**config.mk**
```make
export PLATFORM = sky130hd
export DESIGN_NAME = dsp_cmd_sequencer
export DESIGN_NICKNAME = d
export VERILOG_FILES = /design/src/rtl/dsp_cmd_sequencer.sv
export SDC_FILE = /design/constraint.sdc
export NUM_CORES = 1
export LEC_CHECK = 0
export CORE_AREA = 2 2 158 160
export CTS_BUF_LIST = sky130_fd_sc_hd__clkbuf_8
export DETAILED_ROUTE_END_ITERATION = 10
export DIE_AREA = 0 0 160 162
export HOLD_SLACK_MARGIN = 0.03
export MAX_ROUTING_LAYER = met4
export PLACE_DENSITY_LB_ADDON = 0.1
export SLEW_MARGIN = 20
export SYNTH_ARGS = -nofsm -noshare
export SYNTH_HDL_FRONTEND = slang
export SYNTH_SLANG_ARGS = --single-unit
```
**constraint.sdc**
```tcl
create_clock -name CLK -period 2.5 [get_ports CLK]
set_input_delay 0.75 -clock CLK [delete_from_list [all_inputs] [get_ports CLK]]
set_output_delay 0.75 -clock CLK [all_outputs]
set_load 0.02 [all_outputs]
```
**src/rtl/dsp_cmd_sequencer.sv**
```systemverilog
// dsp_cmd_sequencer: accepts one DSP operation per cmd handshake, drives the DSP_TOP
// operand/opmode/CE/RST inputs for a fixed number of enabled edges, then returns the
// captured P, M and CARRYOUT on the rsp handshake channel.
module dsp_cmd_sequencer #(
    parameter int unsigned LATENCY = 4
) (
    input  logic        CLK,
    input  logic        RST_N,
    // command channel
    input  logic        cmd_valid,
    output logic        cmd_ready,
    input  logic        cmd_clear,
    input  logic [7:0]  cmd_opmode,
    input  logic [17:0] cmd_a,
    input  logic [17:0] cmd_b,
    input  logic [47:0] cmd_c,
    input  logic [17:0] cmd_d,
    input  logic        cmd_carryin,
    // response channel
    output logic        rsp_valid,
    input  logic        rsp_ready,
    output logic [47:0] rsp_p,
    output logic [35:0] rsp_m,
    output logic        rsp_carryout,
    // DSP slice side
    output logic [7:0]  dsp_opmode,
    output logic [17:0] dsp_a,
    output logic [17:0] dsp_b,
    output logic [47:0] dsp_c,
    output logic [17:0] dsp_d,
    output logic        dsp_carryin,
    output logic        dsp_ce,
    output logic        dsp_rst,
    input  logic [47:0] dsp_p,
    input  logic [35:0] dsp_m,
    input  logic        dsp_carryout
);

    typedef enum logic [1:0] {StIdle, StRun, StClr, StResp} state_t;

    localparam logic [3:0] LatCnt = 4'(LATENCY);

    state_t      state_q, state_d;
    logic [3:0]  cnt_q, cnt_d;
    logic        init_q;
    logic        load_ops;
    logic        cap;
    logic        cap_zero;
    logic        rst_cmd;

    // State, counter and the post-reset ready gate
    always_ff @(posedge CLK or negedge RST_N) begin
        if (!RST_N) begin
            state_q <= StIdle;
            cnt_q   <= 4'd0;
            init_q  <= 1'b0;
        end else begin
            state_q <= state_d;
            cnt_q   <= cnt_d;
            init_q  <= 1'b1;
        end
    end

    // Next-state and handshake/DSP control decode
    always_comb begin
        state_d   = state_q;
        cnt_d     = cnt_q;
        load_ops  = 1'b0;
        cap       = 1'b0;
        cap_zero  = 1'b0;
        cmd_ready = 1'b0;
        dsp_ce    = 1'b0;
        rst_cmd   = 1'b0;
        rsp_valid = 1'b0;
        unique case (state_q)
            StIdle: begin
                cmd_ready = init_q;
                if (cmd_valid && init_q) begin
                    if (cmd_clear) begin
                        state_d = StClr;
                        cnt_d   = 4'd1;
                    end else begin
                        state_d  = StRun;
                        cnt_d    = LatCnt;
                        load_ops = 1'b1;
                    end
                end
            end
            StRun: begin
                // CE spans LATENCY edges; the edge after the last enabled one captures P
                if (cnt_q != 4'd0) begin
                    dsp_ce = 1'b1;
                    cnt_d  = cnt_q - 4'd1;
                end else begin
                    cap     = 1'b1;
                    state_d = StResp;
                end
            end
            StClr: begin
                // One cycle of DSP reset, then one settle cycle before responding
                if (cnt_q != 4'd0) begin
                    rst_cmd = 1'b1;
                    cnt_d   = cnt_q - 4'd1;
                end else begin
                    cap_zero = 1'b1;
                    state_d  = StResp;
                end
            end
            StResp: begin
                rsp_valid = 1'b1;
                if (rsp_ready) begin
                    state_d = StIdle;
                end
            end
        endcase
    end

    // The DSP pipeline clears together with the sequencer
    assign dsp_rst = !RST_N || rst_cmd;

    // Operand registers, changed only on accept of a compute command
    always_ff @(posedge CLK or negedge RST_N) begin
        if (!RST_N) begin
            dsp_opmode  <= 8'd0;
            dsp_a       <= 18'd0;
            dsp_b       <= 18'd0;
            dsp_c       <= 48'd0;
            dsp_d       <= 18'd0;
            dsp_carryin <= 1'b0;
        end else if (load_ops) begin
            dsp_opmode  <= cmd_opmode;
            dsp_a       <= cmd_a;
            dsp_b       <= cmd_b;
            dsp_c       <= cmd_c;
            dsp_d       <= cmd_d;
            dsp_carryin <= cmd_carryin;
        end
    end

    // Result capture; a clear command returns an all-zero response
    always_ff @(posedge CLK or negedge RST_N) begin
        if (!RST_N) begin
            rsp_p        <= 48'd0;
            rsp_m        <= 36'd0;
            rsp_carryout <= 1'b0;
        end else if (cap) begin
            rsp_p        <= dsp_p;
            rsp_m        <= dsp_m;
            rsp_carryout <= dsp_carryout;
        end else if (cap_zero) begin
            rsp_p        <= 48'd0;
            rsp_m        <= 36'd0;
            rsp_carryout <= 1'b0;
        end
    end

endmodule

```
==> results.sh, run 1 <==
export IMPL_grt_start_max_net_pins=152
export IMPL_ir_worst_vdd_v=0.000535
export IMPL_via_per_inst=4.60
export IMPL_slowest_stage="dfrtp_1"
export IMPL_drc=0
export IMPL_worstPathCellList="inv_2, ha_4, or3b_4, and2_4, buf_6"
export IMPL_overflow=0
export IMPL_cts_buffers=37
export IMPL_critPathKind="register to output pin"
export IMPL_grt_pass1_vias=6332
export IMPL_fmax_mhz=395
export IMPL_stdcell_area_mm2=0.0129
export IMPL_hold_buffers=0
export IMPL_h_tree_depth=2
export IMPL_drtIter0Drc=275
export IMPL_period_share=1.01
export IMPL_wire_per_inst_um=19.2
export IMPL_worstSetupStartpointType="register"
export IMPL_net_switching_power_mw=5.75
export IMPL_rsz0062_at_grt="yes"
export IMPL_status="complete, but fails checks"
export IMPL_root_buffer="clkbuf_8"
export IMPL_synth_cell_types=38
export IMPL_max_stage_delay_ps=390
export IMPL_synth_edf_count=0
export IMPL_die_y_um=162
export IMPL_critical_path_required_ps=1750
export IMPL_cp_top_family="simple AND/OR/NAND/NOR gates"
export IMPL_antenna_found_initial=1
export IMPL_io_buffers=400
export IMPL_num_io_pins=401
export IMPL_final_nets=1125
export IMPL_start_util=0.320
export IMPL_ant_nets=0
export IMPL_comb_power_share=0.486
export IMPL_p_sw_frac=0.355
export IMPL_cts_sinks=203
export IMPL_final_max_slew_viol_count=0
export IMPL_syn_area_mm2=0.00770
export IMPL_p_leak_nw=5.60
export IMPL_clock_latency_ps=520
export IMPL_vias=5818
export IMPL_synth_seq_cells=203
export IMPL_synthArstFlopShare=1.00
export IMPL_grt_total_usage=0.188
export IMPL_dp_hpwl_mm=17.7
export IMPL_powerDensity_mw_per_mm2=1260
export IMPL_drtPass1Iterations=4
export IMPL_max_cap_violations=0
export IMPL_cts_tree="done"
export IMPL_final_cells=1264
export IMPL_num_rows=57
export IMPL_critPathMaxFanout=3
export IMPL_ys_flop_type="dfrtp_1"
export IMPL_final_util=0.533
export IMPL_clkTransAtPathRegs_ps=60
export IMPL_drive_above_1_share=0.211
export IMPL_synth_avg_cell_area_um2=15.7
export IMPL_synth_cells=490
export IMPL_endpoint_kind="output pin"
export IMPL_clock_path_buffers=3
export IMPL_p_int_mw=10.5
export IMPL_slew_headroom=0.466
export IMPL_clkPwrFrac=0.176
export IMPL_p_seq_frac=0.338
export IMPL_syn_nets=696
export IMPL_finClkSkew_ps=20.2
export IMPL_syn2layout_area_growth_pct=66.9
export IMPL_worstMarginPinSlew_ps=801
export IMPL_fp_coreArea_mm2=0.0241
export IMPL_wl_mm=24.3
export IMPL_grt_first_pass_wirelength_mm=37.0
export IMPL_critPathArrivalTime_ps=1780
export IMPL_postPlaceCellArea_mm2=0.0122
export IMPL_gp_congestion=0.794
export IMPL_setup_ws_ps=-28.5
export IMPL_die_area_mm2=0.0259
export IMPL_fp_dieW_um=160
export IMPL_total_power_mw=16.2
export IMPL_ys_seq_area_frac=0.659
export IMPL_dp_cells=1201
export IMPL_yosysWarnings=0
export IMPL_setup_viol=2
export IMPL_worstHoldPathType="input port to asynchronous set/reset pin"
export IMPL_period_minus_slack_ps=2530
export IMPL_crit_buf_inv=2
export IMPL_violations="negative setup slack"
export IMPL_hold_viol_final=0
-- cells in the final DEF (no fill, tap or decap), drive strengths merged, types with 2 or more instances in the layout --
| cell type | instances |
|---|---|
| a21oi | 4 |
| a22o | 85 |
| a2bb2oi | 3 |
| and2 | 4 |
| buf | 26 |
| clkbuf | 45 |
| clkdlybuf4s50 | 395 |
| clkinv | 2 |
| clkinvlp | 2 |
| dfrtp | 203 |
| ha | 5 |
| inv | 18 |
| mux2 | 111 |
| nand2 | 4 |
| nand2b | 2 |
| nor2 | 2 |
| nor2b | 2 |
| nor3 | 3 |
| o21ai | 2 |
| o22ai | 3 |
-- through the flow --
stage	setup WS, ps	hold slack [ps]	setup TNS, ps
floorplan	399	454	0
global placement	59.1	486	0
detailed placement	50.2	490	0
CTS	-91.0	444	-117
global route	-88.6	480	-163
finish	-28.5	436	-29.1
-- logic make-up after synthesis --
| logic type | Yosys count | share of synthesized area |
|---|---|---|
| flip-flops | 203 | 0.659 |
| multiplexers | 111 | 0.162 |
| other | 1 | 0.000487 |
| AO/OA/AOI/OAI | 104 | 0.116 |
| AND/OR/NAND/NOR | 26 | 0.0213 |
| adder cells (fa/ha/maj) | 5 | 0.00812 |
| buffers and inverters | 40 | 0.0326 |
-- synthesized netlist by cell type (2+ instances only) --
| library cell | count | area share |
|---|---|---|
| ha_1 | 5 | 0.0081 |
| dfrtp_1 | 203 | 0.66 |
| o22ai_1 | 3 | 0.0024 |
| inv_1 | 6 | 0.0029 |
| a2bb2oi_1 | 3 | 0.0034 |
| buf_6 | 7 | 0.010 |
| a21oi_1 | 4 | 0.0026 |
| nand2_1 | 4 | 0.0019 |
| nor2b_1 | 2 | 0.0016 |
| clkbuf_1 | 4 | 0.0019 |
| nor2_1 | 2 | 0.00097 |
| mux2_2 | 111 | 0.16 |
| a22o_1 | 85 | 0.097 |
| buf_2 | 14 | 0.0091 |
| and2_1 | 4 | 0.0032 |
| nor3_1 | 3 | 0.0019 |
| buf_4 | 8 | 0.0078 |
| nand2b_1 | 2 | 0.0016 |
-- sequential cells by signal, indices dropped and copies added (netlist names), 2 cells and up --
| register | count |
|---|---|
| dsp_a | 18 |
| rsp_p | 48 |
| state_q | 2 |
| dsp_opmode | 8 |
| dsp_b | 18 |
| dsp_c | 48 |
| cnt_q | 4 |
| rsp_m | 36 |
| dsp_d | 18 |
-- final timing paths --
check	startpoint	end	slack [ps]	depth (start not counted)
max in group asynchronous	RST_N	dsp_b[1]	1470	2
setup reg to reg	cnt_q[1]	rsp_p[43]	450	7
hold / removal	RST_N	rsp_m[29]	440	2
min in group CLK	dsp_c[8]	dsp_c[8]	500	1
hold reg to reg	dsp_c[8]	dsp_c[8]	500	1
setup / recovery	cnt_q[1]	dsp_ce	-30	5
-- worst register-to-register path: stages (launching register included) --
cell and delay [ps]:
dfrtp_1 390, inv_2 80, ha_4 130, buf_4 120, nor3b_4 300, and2_2 410, buf_12 320, a22o_1 240
-- area by class of cell --
class	count	area, um2
antenna	1	2.50
clock buffer	43	592
clock inverter	16	70.1
fill	2084	11300
inverter	6	22.5
multi-input combinational	247	2400
sequential	203	5080
tap	324	405
timing repair buffer	424	4280
-- routing by layer --
| metal | track usage | wire [um] | share of wire |
|---|---|---|---|
| met1 | 0.214 | 9460 | 0.39 |
| met4 | 0.0680 | 660 | 0.027 |
| met3 | 0.0462 | 1630 | 0.067 |
| met5 | - | 0 | 0 |
| met2 | 0.326 | 12600 | 0.52 |
-- power by group through the flow --
stage	Combinational [mW]	Clock [mW]	Sequential, mW
finish	7.87	2.85	5.48
global route	8.29	3.13	5.65
CTS	7.94	2.98	5.48
detailed placement	7.88	0	5.51
global placement	7.77	0	5.46
floorplan	2.21	0	7.18
-- timing repair --
action	in CTS	in global routing
setup endpoints to repair	4	3
pin swaps	3	0
setup buffers	2	1
gates resized for setup	17	5
endpoints found under the hold margin	0	0
Power figures use the tool's default switching activity.
==> run 2: changes to the inputs <==
--- a/config.mk
+++ b/config.mk
@@ -13,5 +13,5 @@
 export MAX_ROUTING_LAYER = met4
 export PLACE_DENSITY_LB_ADDON = 0.1
-export SLEW_MARGIN = 20
+export SLEW_MARGIN = 25
 export SYNTH_ARGS = -nofsm -noshare
 export SYNTH_HDL_FRONTEND = slang
==> constraint.sdc (replaced) <==
create_clock -name CLK -period 2.5 [get_ports CLK]
set_input_delay 0.625 -clock CLK [delete_from_list [all_inputs] [get_ports CLK]]
set_output_delay 0.625 -clock CLK [all_outputs]
set_load 0.02 [all_outputs]
==> run 2 against run 1 <==
Against the previous run:
- the run now ends clean
- clock skew grew 4.9 ps
- die area stayed put
- worst hold slack lost 140 ps
- clock-buffer cell count increased by 6
- critical path depth unchanged
- sequential cell count unchanged
- combinational power shrank 1%
- power increased by 1.6%
- critical path type unchanged
==> results.sh, run 2 (synthesis results as in run 1) <==
export IMPL_antenna_found_initial=2
export IMPL_root_buffer="clkbuf_8"
export IMPL_grt_total_usage=0.195
export IMPL_r2r_worst_path_cells=7
export IMPL_num_rows=57
export IMPL_die_y_um=162
export IMPL_fp_coreArea_mm2=0.0241
export IMPL_gp_congestion=0.834
export IMPL_critPathMaxFanout=3
export IMPL_ir_worst_vdd_v=0.000535
export IMPL_whs_ps=295
export IMPL_final_common_cell="clkdlybuf4s50_1"
export IMPL_grt_pass1_vias=6467
export IMPL_worstHoldPathType="input port to asynchronous set/reset pin"
export IMPL_cts_buffers=37
export IMPL_wl_mm=24.8
export IMPL_crit_start="cnt_q[1]"
export IMPL_most_common_layout_cells="clkdlybuf4s50_1 (395), dfrtp_1 (203), mux2_2 (111)"
export IMPL_clock_latency_ps=510
export IMPL_io_buffers=400
export IMPL_drc=0
export IMPL_period_minus_slack_ps=2420
export IMPL_drtIter0Drc=256
export IMPL_finClkSkew_ps=25.1
export IMPL_fmax_mhz=413
export IMPL_critical_path_required_ps=1880
export IMPL_drive_above_1_share=0.208
export IMPL_worstSetupStartpointType="register"
export IMPL_final_max_slew_viol_count=0
export IMPL_fp_dieW_um=160
export IMPL_via_per_inst=4.64
export IMPL_final_cells=1264
export IMPL_start_util=0.320
export IMPL_cts_sinks=203
export IMPL_critPathArrivalTime_ps=1800
export IMPL_drtPass1Iterations=4
export IMPL_wire_per_inst_um=19.6
export IMPL_r2r_start="cnt_q[1]"
export IMPL_dp_cells=1196
export IMPL_clock_path_buffers=3
export IMPL_ant_nets=0
export IMPL_cts_tree="done"
export IMPL_vias=5871
export IMPL_fillers=2096
export IMPL_clkTransAtPathRegs_ps=60
export IMPL_dp_hpwl_mm=18.2
export IMPL_syn2layout_area_growth_pct=67.0
export IMPL_grt_first_pass_wirelength_mm=38.2
export IMPL_setup_viol=0
export IMPL_hold_viol_final=0
export IMPL_setup_worst_path_end="dsp_ce"
export IMPL_reg2reg_setup_slack_ps=460
export IMPL_final_nets=1118
export IMPL_setup_tns_ps=0
export IMPL_period_share=0.968
export IMPL_num_io_pins=401
export IMPL_p_leak_nw=5.63
export IMPL_r2r_end="rsp_p[12]"
export IMPL_slew_headroom=0.553
export IMPL_endpoint_kind="output pin"
export IMPL_grt_start_max_net_pins=126
export IMPL_overflow=0
export IMPL_h_tree_depth=2
export IMPL_status="finished, final reports clean"
export IMPL_worstMarginPinSlew_ps=671
export IMPL_powerDensity_mw_per_mm2=1280
export IMPL_rsz0062_at_grt="yes"
export IMPL_reg_largest_list="dsp_c: 48 flops, rsp_p: 48 flops, rsp_m: 36 flops"
export IMPL_die_area_mm2=0.0259
export IMPL_critPathKind="register to output pin"
export IMPL_max_cap_violations=0
## run 2: cell types whose count changed in the layout (fill, tap and decap cells not counted), moves of 2 or more
| cell | before | now |
|---|---|---|
| clkbuf_8 | 44 | 50 |
| buf_4 | 16 | 11 |
| buf_6 | 2 | 0 |
| buf_12 | 8 | 6 |
| clkinv_2 | 2 | 5 |
| buf_2 | 0 | 2 |
| clkinvlp_4 | 2 | 0 |
## run 2: critical path, cell delays in order (launching register included)
cell	delay [ps]
dfrtp_1	390
inv_2	70
ha_1	150
or3b_4	380
and2_1	170
buf_2	160
## run 2: where the power goes
group / switching (mW) / internal [mW] / total [mW]
Sequential: 0.751 / 4.73 / 5.48
Clock: 1.36 / 1.85 / 3.21
Combinational: 3.68 / 4.09 / 7.77
Total: 5.79 / 10.7 / 16.5
## run 2: area by class of cell
class,count,area [um2],area share
Timing Repair Buffer,417,4200,0.327
Sequential cell,203,5080,0.395
Multi-Input combinational cell,247,2380,0.185
Inverter,6,22.5,0.00175
Clock buffer,49,674,0.0524
Tap cell,324,405,0.0315
Clock inverter,16,92.6,0.00720
Antenna cell,2,5.00,0.000389
## run 2: worst min path at each step
stage | cells past startpoint | slack, ps | endpoint
after detailed placement | 1 | 490 | rsp_m[7]
after global routing | 2 | 310 | rsp_m[29]
after floorplan | 0 | 330 | cnt_q[0]
after CTS | 2 | 280 | rsp_p[5]
after global placement | 1 | 490 | dsp_c[13]
final | 2 | 300 | rsp_m[29]
## run 2: repair_timing
action	4_1_cts	5_1_grt
endpoints found under the setup margin	3	3
hold buffers	0	0
gates resized for setup	10	2
pin swaps	0	0
buffers inserted	1	0
## run 2: per-layer routing
| layer | GRT usage | part of all wire | vias up |
|---|---|---|---|
| met2 | 0.332 | 0.52 | 260 |
| li1 | - | - | 2643 |
| met5 | - | 0 | - |
| met4 | 0.0737 | 0.029 | 0 |
| met1 | 0.223 | 0.39 | 2915 |
| met3 | 0.0526 | 0.070 | 53 |
## run 2: per-stage QoR
stage,instance area [um2],power (mW),setup slack [ps],util
floorplan,7700,9.39,524,-
global placement,12100,13.2,147,0.502
detailed placement,12100,13.4,146,0.502
CTS,12900,16.7,9.20,0.533
global route,12900,17.4,-17.9,0.534
finish,12900,16.5,79.2,0.534
